[config.mk]
export PLATFORM = sky130hd
export DESIGN_NAME = multdiv_ctrl
export DESIGN_NICKNAME = d
export VERILOG_FILES = /design/src/rtl/md_pkg.sv /design/src/rtl/md_watchdog.sv /design/src/rtl/multdiv_ctrl.sv
export SDC_FILE = /design/constraint.sdc
export NUM_CORES = 1
export LEC_CHECK = 0
export CORE_UTILIZATION = 43
export CTS_BUF_LIST = sky130_fd_sc_hd__clkbuf_4 sky130_fd_sc_hd__clkbuf_8
export CTS_CLUSTER_DIAMETER = 200
export DETAILED_ROUTE_END_ITERATION = 12
export GPL_TIMING_DRIVEN = 0
export PLACE_DENSITY = 0.84
export SYNTH_ARGS = -nofsm -noshare
export SYNTH_HDL_FRONTEND = slang
export SYNTH_HIERARCHICAL = 1
export SYNTH_SLANG_ARGS = --single-unit
export TNS_END_PERCENT = 50
[constraint.sdc]
create_clock -name clock -period 3.8 [get_ports clock]
set_input_delay 0.57 -clock clock [delete_from_list [all_inputs] [get_ports clock]]
set_output_delay 0.57 -clock clock [all_outputs]
set_load 0.02 [all_outputs]
[src/rtl/md_pkg.sv]
// Shared types and constants for the multiply/divide issue/writeback controller.
package md_pkg;

    typedef enum logic [1:0] {
        ST_IDLE  = 2'd0,
        ST_ISSUE = 2'd1,
        ST_WAIT  = 2'd2,
        ST_WB    = 2'd3
    } md_state_t;

    typedef enum logic {
        OP_MULT = 1'b0,
        OP_DIV  = 1'b1
    } md_op_t;

    localparam logic [31:0] MD_ST_MULT    = 32'd1;
    localparam logic [31:0] MD_ST_DIV     = 32'd2;
    localparam logic [31:0] MD_ST_TIMEOUT = 32'd3;

    localparam int MD_STATUS_REG = 30;

endpackage

[src/rtl/md_watchdog.sv]
// WAIT-phase cycle counter; expired flags the cycle whose edge would bring the count to TIMEOUT.
module md_watchdog #(
    parameter int TIMEOUT = 40
) (
    input  logic clock,
    input  logic reset,
    input  logic clear,
    input  logic enable,
    output logic expired
);

    localparam int CW = $clog2(TIMEOUT + 1);

    logic [CW-1:0] count;

    always_ff @(posedge clock) begin
        if (reset || clear) begin
            count <= '0;
        end else if (enable && (count != CW'(TIMEOUT))) begin
            count <= count + CW'(1);
        end
    end

    // Firing one count early lets the FSM leave WAIT after exactly TIMEOUT cycles.
    assign expired = enable && (count == CW'(TIMEOUT - 1));

endmodule

[src/rtl/multdiv_ctrl.sv]
// Issues mult/div requests to the multi-cycle units, stalls execute, and returns one writeback.
module multdiv_ctrl
    import md_pkg::*;
#(
    parameter int TIMEOUT    = 40,
    parameter int STATUS_REG = MD_STATUS_REG
) (
    input  logic        clock,
    input  logic        reset,
    input  logic        ctrl_mult,
    input  logic        ctrl_div,
    input  logic [31:0] operand_a,
    input  logic [31:0] operand_b,
    input  logic [4:0]  dest_reg,
    output logic        stall,
    output logic [31:0] md_a,
    output logic [31:0] md_b,
    output logic        mult_enable,
    output logic        div_enable,
    input  logic [31:0] mult_result,
    input  logic [31:0] div_result,
    input  logic        mult_ready,
    input  logic        div_ready,
    input  logic        mult_exception,
    input  logic        div_exception,
    output logic        wb_valid,
    input  logic        wb_ready,
    output logic [4:0]  wb_reg,
    output logic [31:0] wb_data,
    output logic        wb_exc
);

    localparam logic [4:0] STATUS_IDX = 5'(STATUS_REG);

    md_state_t   state, state_next;
    md_op_t      op_q;
    logic [4:0]  dest_q;
    logic        first_wait;
    logic        expired;
    logic        sel_ready, sel_exc, ready_seen;
    logic [31:0] sel_result;
    logic        req, div_by_zero;

    assign req         = ctrl_mult || ctrl_div;
    assign div_by_zero = !ctrl_mult && ctrl_div && (operand_b == 32'd0);

    assign sel_ready  = (op_q == OP_MULT) ? mult_ready     : div_ready;
    assign sel_exc    = (op_q == OP_MULT) ? mult_exception : div_exception;
    assign sel_result = (op_q == OP_MULT) ? mult_result    : div_result;
    // A ready seen in the first WAIT cycle may be left over from the previous run.
    assign ready_seen = sel_ready && !first_wait;

    md_watchdog #(.TIMEOUT(TIMEOUT)) u_watchdog (
        .clock   (clock),
        .reset   (reset),
        .clear   (state == ST_ISSUE),
        .enable  (state == ST_WAIT),
        .expired (expired)
    );

    always_ff @(posedge clock) begin
        if (reset) state <= ST_IDLE;
        else       state <= state_next;
    end

    always_comb begin
        state_next  = state;
        stall       = (state != ST_IDLE);
        mult_enable = 1'b0;
        div_enable  = 1'b0;
        wb_valid    = 1'b0;
        case (state)
            ST_IDLE: begin
                if (req) state_next = div_by_zero ? ST_WB : ST_ISSUE;
            end
            ST_ISSUE: begin
                mult_enable = (op_q == OP_MULT);
                div_enable  = (op_q == OP_DIV);
                state_next  = ST_WAIT;
            end
            ST_WAIT: begin
                if (ready_seen || expired) state_next = ST_WB;
            end
            ST_WB: begin
                wb_valid = 1'b1;
                if (wb_ready) state_next = ST_IDLE;
            end
            default: state_next = ST_IDLE;
        endcase
    end

    always_ff @(posedge clock) begin
        if (reset) begin
            md_a       <= '0;
            md_b       <= '0;
            dest_q     <= '0;
            op_q       <= OP_MULT;
            first_wait <= 1'b0;
            wb_reg     <= '0;
            wb_data    <= '0;
            wb_exc     <= 1'b0;
        end else begin
            case (state)
                ST_IDLE: begin
                    if (req) begin
                        md_a   <= operand_a;
                        md_b   <= operand_b;
                        dest_q <= dest_reg;
                        op_q   <= ctrl_mult ? OP_MULT : OP_DIV;
                        if (div_by_zero) begin
                            wb_reg  <= STATUS_IDX;
                            wb_data <= MD_ST_DIV;
                            wb_exc  <= 1'b1;
                        end
                    end
                end
                ST_ISSUE: first_wait <= 1'b1;
                ST_WAIT: begin
                    first_wait <= 1'b0;
                    if (ready_seen) begin
                        if (sel_exc) begin
                            wb_reg  <= STATUS_IDX;
                            wb_data <= (op_q == OP_MULT) ? MD_ST_MULT : MD_ST_DIV;
                            wb_exc  <= 1'b1;
                        end else begin
                            wb_reg  <= dest_q;
                            wb_data <= sel_result;
                            wb_exc  <= 1'b0;
                        end
                    end else if (expired) begin
                        wb_reg  <= STATUS_IDX;
                        wb_data <= MD_ST_TIMEOUT;
                        wb_exc  <= 1'b1;
                    end
                end
                default: ;
            endcase
        end
    end

endmodule

# Word level (Yosys, flattened, before mapping)

Cells that the tools add are included.
Widths: inputs -> output; s select.

Add/sub/neg operators: 1
Equal/unequal tests: 10
Multiplexer cells: 32
Bitwise logic cells: 1
Reduce and logical (&&, ||, !) cells: 18

Operator list:

| cell                | number |
|---|---|
| $mux 32             | 6 |
| $pmux 32 s2         | 1 |
| $logic_not 32->1    | 1 |
| $mux 5              | 5 |
| $mux 1              | 11 |
| $mux 2              | 5 |
| $pmux 5 s2          | 1 |
| $ne 2x2->1 const B  | 4 |
| $pmux 2 s4          | 1 |
| $add 6x1->6 const B | 1 |
| $eq 6x6->1 const B  | 1 |
| $ne 6x6->1 const B  | 1 |
| $reduce_bool 2->1   | 3 |
| $logic_and 1x1->1   | 5 |
| $eq 2x2->1 const B  | 2 |
| $pmux 1 s2          | 2 |
| $reduce_and 4->1    | 1 |
| $logic_or 1x1->1    | 3 |
| $ne 3x3->1 const B  | 1 |
| $reduce_and 3->1    | 1 |
| $eq 2x1->1 const B  | 1 |
| $logic_not 1->1     | 2 |
| $logic_not 2->1     | 1 |
| $reduce_and 2->1    | 1 |
| $not 1->1           | 1 |

Register bits after elaboration: 117
Input port bits: 142
Output and inout port bits: 106
Logic and storage cells: 72

# Longest topological paths before layout

Word-level depth: 6
Depth in mapped cells: 11
Mapped depth without buffers: 8

# Hierarchy

Netlist, hierarchy kept.

By module, submodules not included:

| module       | times used | cells an instance | area an instance (µm²) | sequential area each (µm²) |
|---|---|---|---|---|
| multdiv_ctrl | 1          | 554               | 4,702.0                | 2,222.1 |
| md_watchdog  | 1          | 42                | 371.6                  | 120.1 |

# Worst setup path before layout

No wires, ideal clock.

Path type: register to register
Start point: register state[0]
End point: register wb_data[19]
Setup time: 0.121 ns
Data arrival time: 2.140 ns
Required time: 3.679 ns
Path slack: 1.539 ns
Stages on the path, launching flop included: 12
Period minus slack after synthesis: 2.261 ns
Path through: dfxtp_1 inv_1 ha_1 buf_2 nand2_1 nor2_1 nand2b_1 o21ai_0 o21bai_1 buf_2 buf_2 mux2_2

Longest elaborated chain between the ends: 4
Elaborated cells on any way between the ends: 9
Those cells by class: eq/ne: 4; mux: 1; reduce/logical: 4

RTL lines:

| element                           | line                | text |
|---|---|---|
| from (decl)                       | multdiv_ctrl.sv:35  | `md_state_t state, state_next;` |
| from (signal assigned)            | multdiv_ctrl.sv:63  | `else state <= state_next;` |
| $eq 2x2->1                        | multdiv_ctrl.sv:57  | `.enable (state == ST_WAIT),` |
| $logic_and 1x1->1                 | md_watchdog.sv:25   | `assign expired = enable && (count == CW'(TIMEOUT - 1));` |
| named net expired                 | multdiv_ctrl.sv:39  | `logic expired;` |
| $ne 3x3->1 (no source line)       | -                   |  |
| $reduce_and 4->1 (no source line) | -                   |  |
| to (signal assigned)              | multdiv_ctrl.sv:123 | `wb_data <= (op_q == OP_MULT) ? MD_ST_MULT : MD_ST_DIV;` |
| to (signal assigned)              | multdiv_ctrl.sv:127 | `wb_data <= sel_result;` |
| to (decl)                         | multdiv_ctrl.sv:29  | `output logic [31:0] wb_data,` |

The timed path passes the listed nets, and every way through them passes these cells.
A chain may end at the register's enable or synchronous reset.

# Worst setup path in the final report

Start point: register op_q
End point: output port div_enable

Longest elaborated chain between the ends: 1

RTL lines:

| element                | line                | text |
|---|---|---|
| from (decl)            | multdiv_ctrl.sv:36  | `md_op_t op_q;` |
| from (signal assigned) | multdiv_ctrl.sv:109 | `op_q <= ctrl_mult ? OP_MULT : OP_DIV;` |
| $mux 1                 | multdiv_ctrl.sv:72  | `case (state)` |
| to (decl)              | multdiv_ctrl.sv:19  | `output logic div_enable,` |

No other way between the ends.

==> flow_summary.yaml <==
outcome:
  status: "completed"
floorplanning:
  die-area_um2: 12200
  boundaryPins: 248
  start_util_pct: 44.2
  coreArea_um2: 11500
  dieHeight_um: 111
  die_x_um: 111
  row_count: 39
pwr:
  powerDensity_nw_per_um2: 565
  ir_worst_vdd_mv: 0.368
  seqPwrFrac_pct: 34.0
  p_sw_share_pct: 37.1
  switchingPower_mw: 1.71
  p_int_mw: 2.89
  p_leak_nw: 3.12
  power.share.clock_pct: 26.2
  combPwrFrac_pct: 39.8
cells_and_area:
  drive_gt1_share_pct: 7.77
  final_core_util_pct: 71.0
  num_antenna_cells: 0
  layout.nets: 1010
  syn_to_final_growth_pct: 60.4
  fin_cells: 1018
  layout_common_cells: "clkdlybuf4s50_1, nand2_1, dfxtp_1"
  reg_top3: "md_a (32), md_b (32), wb_data (32)"
  final_common_cell: "clkdlybuf4s50_1"
placed_design:
  dp_cells: 986
  gp_congestion: 0.823
  portBuffers: 247
  pre_cts_slack_ps: 846
  hpwlAfterDp_um: 12400
grt:
  grt-ovfl-total: 0
  grt_max_degree: 17
  antenna_found_initial: 0
  grtUsageTotal_pct: 26.1
  grt_pass1_wl_um: 25600
  grt_pass1_vias: 5220
setup_path:
  cp_max_fo: 10
  end_kind: "primary output"
  rrSetupSlack_ps: 1120
  critical_path_class: "reg2out"
  cp-start-kind: "register"
  critPathArrivalTime_ps: 2450
  cp.required_ps: 3230
route:
  via_per_inst: 5.06
  vias: 5151
  initialDrtViolationCount: 237
  dr.pass1.iters: 4
  ant_nets: 0
  wl_per_cell_um: 15.6
  drc_errors: 0
  drt_wl_total_um: 15900
clock_tree:
  cts_setup_buffers: 0
  ctsHoldBuffers: 0
  clk_latency_ps: 420
  clk_transition_reported_paths_ps: 70
  h-tree-depth: 4
  cts_buffer_depth: 2
  cts.sinks: 117
  cts_buffers: 17
  ctsResizeCount: 0
  cts_tree: "done"
  clock-root-buffer: "clkbuf_8"
logic_synthesis:
  synth_fa_ha_area_share_pct: 1.48
  synth_top_family_by_area: "simple AND/OR/NAND/NOR gates"
  synth_compound_area_share_pct: 9.89
  synthSimpleGateAreaFrac_pct: 22.9
  post-synth-top-area-fraction_pct: 46.2
  synth.avg_cell_area_um2: 8.51
  synthCells: 596
  syn_area_um2: 5070
  synthMuxAreaShare_pct: 14.8
  synth_cell_types: 42
  synth-seq-cells: 117
  ys_seq_area_share_pct: 46.2
  ys_top_cells_by_area: "dfxtp_1, nand2_1, mux2i_1, a21oi_1, mux2_2"
  syn-num-nets: 744
  yosysWarnings: 6
  synthXorXnorAreaFrac_pct: 0.345
  synth_top_cell_by_area: "dfxtp_1"
sta:
  hold_violations: 0
  rsz0062_at_grt: "false"
  fin_worst_skew_ps: 11.5
  worst_slack_ps: 777
  drv_slew: 0
  setup_viol: 0
  fmax_ghz: 0.331
  finalCriticalPeriod_ps: 3020
  slew_headroom_pct: 52.5
  fin_tns_setup_ps: 0
  tightest_slew_ps: 712
  fin_crit_sh_pct: 79.6
hold_path:
  hp-class: "reg2reg"
flow_run:
  cap_violations: 0
[power groups by stage]
stage	Clock [mW]	Combinational [mW]	Sequential [mW]
after floorplan	0	0.817	1.80
after global placement	0	1.79	1.58
final	1.20	1.83	1.57
after detailed placement	0	1.83	1.59
after global routing	1.28	1.99	1.59
after CTS	1.22	1.84	1.57
[logic make-up after synthesis]
| group | Yosys count |
|---|---|
| buf+inv | 49 |
| xor+xnor | 2 |
| mux | 71 |
| flops | 117 |
| compound gates | 92 |
| simple gates | 259 |
| fa+ha+maj | 6 |
[metrics by stage]
step                      power (mW)  hold slack (ps)  area, um2
after floorplan                 2.62              433       5070
after global placement          3.36              440       7720
after detailed placement        3.42              446       7720
after CTS                       4.62              456       8140
after global routing            4.86              474       8140
final                           4.60              456       8140
[metal layers]
layer  vias up  GRT usage, %  share of wire, %
met4         0          10.4               2.9
met5         -             0                 0
met3        32          9.77               7.6
li1       2531             -                 -
met1      2388          27.6                39
met2       200          46.4                50
[area by class of cell]
type / count / area [um2]
buffer: 42 / 200
clock buffer: 17 / 234
clock inverter: 15 / 180
fill: 876 / 3330
inverter: 7 / 26.3
multi-input combinational: 430 / 2500
sequential: 117 / 2340
tap: 143 / 179
timing repair buffer: 247 / 2470
[worst paths after layout]
path	to	from	cells past startpoint
max	div_enable	op_q	4
max reg2reg	wb_data[21]	state[0]	11
min reg2reg	dest_q[2]	dest_q[2]	2
min	dest_q[2]	dest_q[2]	2
[synthesized netlist by cell type, drive strengths merged]
cell and n:
nor4 6, o211ai 2, buf 18, a211oi 5, o221ai 1, nand4b 1, a41o 1, a21oi 72
nor3 3, xor2 2, nor4b 5, nand2 154, nand2b 2, inv 7, dfxtp 117, mux2i 40
or2 1, nor2b 32, or3b 1, nand3b 1, a41oi 1, o21bai 1, clkbuf 24, nand3 2
o311ai 1, or4b 1, or3 2, mux2 31, and2 1, o21ai 8, nor2 41, nand4 5
nand4bb 1, ha 6
[worst max-delay path, stage by stage, from the launching register on]
cell and delay (ps):
dfxtp_1 380, buf_2 280, buf_1 560, and2_1 220, clkdlybuf4s50_1 600
(Power assumes the default switching activity.)
==> RTL change 1, RTL diff (config.mk and constraints unchanged) <==
`TIMEOUT` is set to 40 in 2 places; all go to 60.
--- a/src/rtl/md_watchdog.sv
+++ b/src/rtl/md_watchdog.sv
@@ -1,6 +1,6 @@
 // WAIT-phase cycle counter; expired flags the cycle whose edge would bring the count to TIMEOUT.
 module md_watchdog #(
-    parameter int TIMEOUT = 40
+    parameter int TIMEOUT = 60
 ) (
     input  logic clock,
     input  logic reset,
--- a/src/rtl/multdiv_ctrl.sv
+++ b/src/rtl/multdiv_ctrl.sv
@@ -2,7 +2,7 @@
 module multdiv_ctrl
     import md_pkg::*;
 #(
-    parameter int TIMEOUT    = 40,
+    parameter int TIMEOUT    = 60,
     parameter int STATUS_REG = MD_STATUS_REG
 ) (
     input  logic        clock,
Behaviour: same outputs for any inputs over 4 cycles, from zero or initial values and one cycle with reset high; that may be too few to reach the edited logic, so the function may still have changed.
==> RTL change 1 against the unedited design <==
  * Total power shrank 2.0%
  * Synthesized area shrank 0.94%
  * Final area down 1.0%
  * Setup slack got worse by 82 ps
  * Routed wire length grew 2.0%
  * Sequential cell count unchanged
  * Sequential power hardly changed
  * Count of clock-buffer cells in the layout is 4 higher
  * Final cell count shrank 0.49%
  * Sequential share of layout area grew 0.30 points
  * Largest cell class unchanged
==> RTL change 1: results (changes against the unedited design) <==
stage	metric	value	unit	change
worst_setup_path	worstReg2RegEnd	md_b[4]		was wb_data[21]
outcome	outcome	finished clean		unchanged
timing	hold_slack	453.0	ps	was 455.7 ps
final_layout	buffers	286		was 289
final_layout	seqAreaFraction	29.08	%	was 28.78%
yosys	yosysUniqueCellTypes	40		was 42
placed_design	dp_hpwl	12540	um	was 12390 um
yosys	syn_nets	740		was 744
final_layout	clk_share	4.691	%	was 5.088%
final_layout	nonClkBufAreaFrac	32.91	%	was 32.84%
detailed_routing	wirelength	16190	um	was 15870 um
final_layout	nFillCells	893		was 876
final_layout	num-clock-buffers	21		was 17
worst_setup_path	cp_data_arrival_time	2540	ps	was 2450 ps
worst_setup_path	ff2ff_path_depth	9		was 11
detailed_routing	met1_length	5879	um	was 6201 um
pwr	vdd_ir_drop_max	0.3674	mV	was 0.3684 mV
global_route	track_usage	26.12	%	was 26.06%
global_route	grt_pass1_wl	24070	um	was 25620 um
final_layout	multi_input_area_share	30.77	%	was 30.78%
hold_path	hold_end	md_b[11]		was dest_q[2]
detailed_routing	drt-initial-drc-count	192		was 237
final_layout	flops_and_latches	117		unchanged
global_route	use_met2	48.26	%	was 46.42%
timing	finalClockSkew	9.068	ps	was 11.49 ps
global_route	first_global_vias	5045		was 5220
yosys	yosys-top-cells-count	nand2_1 (158), dfxtp_1 (117), a21oi_1 (73)		was nand2_1 (154), dfxtp_1 (117), a21oi_1 (72)
final_layout	nNetsFinal	1006		was 1010
pwr	p_switching	1.660	mW	was 1.710 mW
detailed_routing	route.met2.wl	8465	um	was 8004 um
placed_design	gp_congestion	0.7548		was 0.8226
hold_path	min_from	md_b[11]		was dest_q[2]
final_layout	nMultiInputCombCells	429		was 430
detailed_routing	vias_per_cell	5.033		was 5.060
[RTL change 1: worst max-delay path by stage]
stage,startpoint,to,slack [ps],cells after the start
CTS,op_q,div_enable,660,4
global placement,operand_b[21],wb_data[30],770,8
detailed placement,ctrl_div,md_b[9],770,7
floorplan,state[0],wb_data[19],1630,10
global route,op_q,div_enable,570,4
finish,op_q,div_enable,690,4
[RTL change 1: cells by family (layout without fill, tap and decap cells)]
| kind of cell | Yosys count | count (layout) | share of synthesized area [%] |
|---|---|---|---|
| AO/OA/AOI/OAI | 94 | 94 | 10.08 |
| adder cells (fa/ha/maj) | 6 | 6 | 1.494 |
| buffers and inverters | 46 | 324 | 4.083 |
| flip-flops | 117 | 117 | 46.60 |
| multiplexers | 72 | 72 | 15.11 |
| AND/OR/NAND/NOR | 257 | 257 | 22.63 |
[RTL change 1: through the flow]
step | std cells | utilization (%) | total power [mW] | setup slack, ps | instance area [um^2]
after floorplan | 592 | - | 2.611 | 1632 | 5026
after global placement | 982 | 67.24 | 3.365 | 770.6 | 7677
after detailed placement | 982 | 67.24 | 3.436 | 768.6 | 7677
after CTS | 1013 | 70.55 | 4.543 | 658.8 | 8055
after global routing | 1013 | 70.55 | 4.769 | 570.7 | 8055
final | 1013 | 70.55 | 4.510 | 694.7 | 8055
[RTL change 1: power by group through the flow]
stage | clock [mW] | combinational (mW) | sequential [mW]
floorplan | 0 | 0.812 | 1.80
global placement | 0 | 1.79 | 1.58
detailed placement | 0 | 1.84 | 1.59
finish | 1.10 | 1.84 | 1.57
global route | 1.17 | 2.00 | 1.60
CTS | 1.12 | 1.85 | 1.57
[RTL change 1: critical path, stage by stage, from the launching register on]
cell and delay, ps:
dfxtp_1 380, buf_2 290, buf_1 580, and2_1 260, clkdlybuf4s50_1 610
==> RTL change 2, RTL diff (same flow settings) <==
Without the edit above. Make the reset (`reset`) asynchronous in 2 clocked blocks.
--- a/src/rtl/multdiv_ctrl.sv
+++ b/src/rtl/multdiv_ctrl.sv
@@ -58,7 +58,7 @@
         .expired (expired)
     );
 
-    always_ff @(posedge clock) begin
+    always_ff @(posedge clock or posedge reset) begin
         if (reset) state <= ST_IDLE;
         else       state <= state_next;
     end
@@ -89,7 +89,7 @@
         endcase
     end
 
-    always_ff @(posedge clock) begin
+    always_ff @(posedge clock or posedge reset) begin
         if (reset) begin
             md_a       <= '0;
             md_b       <= '0;
Function: differs if reset is asserted again (counterexample within 4 cycles, from zero or initial values and one cycle with reset high); with reset held inactive, the same outputs for 4 cycles.
==> RTL change 2 against the unedited design <==
  * Total power grew 35%
  * Non-clock buffer count fell by 20
  * Routed wire length is 8.8% lower
  * Utilization down 1.2 points
  * Final area rose by 3.0%
  * Clock skew shrank 5.1 ps
  * Largest cell class is now flip-flops and latches
  * Combinational power is 68% higher
  * Highest routed layer unchanged
  * Die area rose by 4.1%
  * Setup slack got worse by 15 ps
  * Synthesized area increased by 4.2%
  * Count of clock-buffer cells in the layout increased by 11
  * Final cell count is 19% lower
  * Sequential share of layout area increased by 5.8 points
  * Largest power group unchanged
  * Sequential cell count unchanged
==> RTL change 2: results (changes against the unedited design) <==
stage	metric	value	unit	change
pwr	combPwrFrac	49.4	%	was 39.8%
global_route	use_met2	39.84	%	was 46.42%
placed_design	place_area	7971	um^2	was 7725 um^2
global_route	met3_usage	11.41	%	was 9.769%
timing	finalClockSkew	6.391	ps	was 11.49 ps
detailed_routing	wl_met3	1512	um	was 1208 um
worst_setup_path	ff2ff_path_depth	6		was 11
pwr	p_leak	3.670	nW	was 3.120 nW
final_layout	nFillCells	854		was 876
final_layout	drive_above_1_share	22.27	%	was 7.771%
placed_design	dp_hpwl	10900	um	was 12390 um
yosys	yosys_most_used_dff	dfrtp_1		was dfxtp_1
detailed_routing	vias_per_cell	5.121		was 5.060
hold_path	min_from	wb_data[29]		was dest_q[2]
global_route	first_global_vias	4493		was 5220
pwr	internal_power	4.031	mW	was 2.892 mW
pwr	vdd_ir_drop_max	0.5416	mV	was 0.3684 mV
detailed_routing	wire_per_inst	17.53	um	was 15.59 um
timing	tightest_slew	703.6	ps	was 712.0 ps
global_route	grt_max_degree	65		was 17
final_layout	nNetsFinal	814		was 1010
hold_path	hold_end	wb_data[29]		was dest_q[2]
hold_path	hold_depth	1		was 2
worst_setup_path	worstReg2RegEnd	md_a[29]		was wb_data[21]
detailed_routing	route.met2.wl	7098	um	was 8004 um
yosys	yosysUniqueCellTypes	38		was 42
yosys	yosys-top-cells-count	dfrtp_1 (111), mux2_2 (87), nor2_1 (45)		was nand2_1 (154), dfxtp_1 (117), a21oi_1 (72)
yosys	synth.top_cells.by_area	dfrtp_1 (53%), mux2_2 (19%), mux2i_1 (7.0%), mux2_4 (4.5%), nor2_1 (3.2%)		was dfxtp_1 (46%), nand2_1 (11%), mux2i_1 (7.9%), a21oi_1 (7.1%), mux2_2 (4.9%)
outcome	outcome	finished clean		unchanged
worst_setup_path	rr_startpoint	state[0]		unchanged
yosys	syn_nets	547		was 744
placed_design	dpl_worst_slack	789.1	ps	was 846.4 ps
placed_design	gp_congestion	0.8366		was 0.8226
worst_setup_path	cp_data_arrival_time	2470	ps	was 2450 ps
global_route	track_usage	23.88	%	was 26.06%
RTL change 2: cells by family after synthesis:
| family | count (synthesis) | synth area share, % |
|---|---|---|
| flip-flops | 117 | 54.83 |
| AO/OA/AOI/OAI | 19 | 2.580 |
| XOR/XNOR | 2 | 0.3315 |
| adder cells (fa/ha/maj) | 6 | 1.420 |
| multiplexers | 140 | 30.09 |
| AND/OR/NAND/NOR | 81 | 7.623 |
| buffers and inverters | 34 | 3.125 |
RTL change 2: metrics by stage:
stage	cells	TNS, ps	utilization (%)	power, mW
2_1_floorplan	399	0	-	3.716
3_3_place_gp	793	-152550	66.11	4.958
3_5_place_dp	794	0	66.36	5.058
4_1_cts	825	0	69.80	6.276
5_1_grt	825	0	69.80	6.547
6_report	825	0	69.80	6.216
RTL change 2: final cells by class:
class	count	share of cell area [%]
Buffer	21	1.388
Clock buffer	28	4.149
Clock inverter	3	0.7760
Inverter	13	0.6118
Multi-Input combinational cell	248	26.50
Sequential cell	117	34.56
Tap cell	147	2.194
Timing Repair Buffer	248	29.82
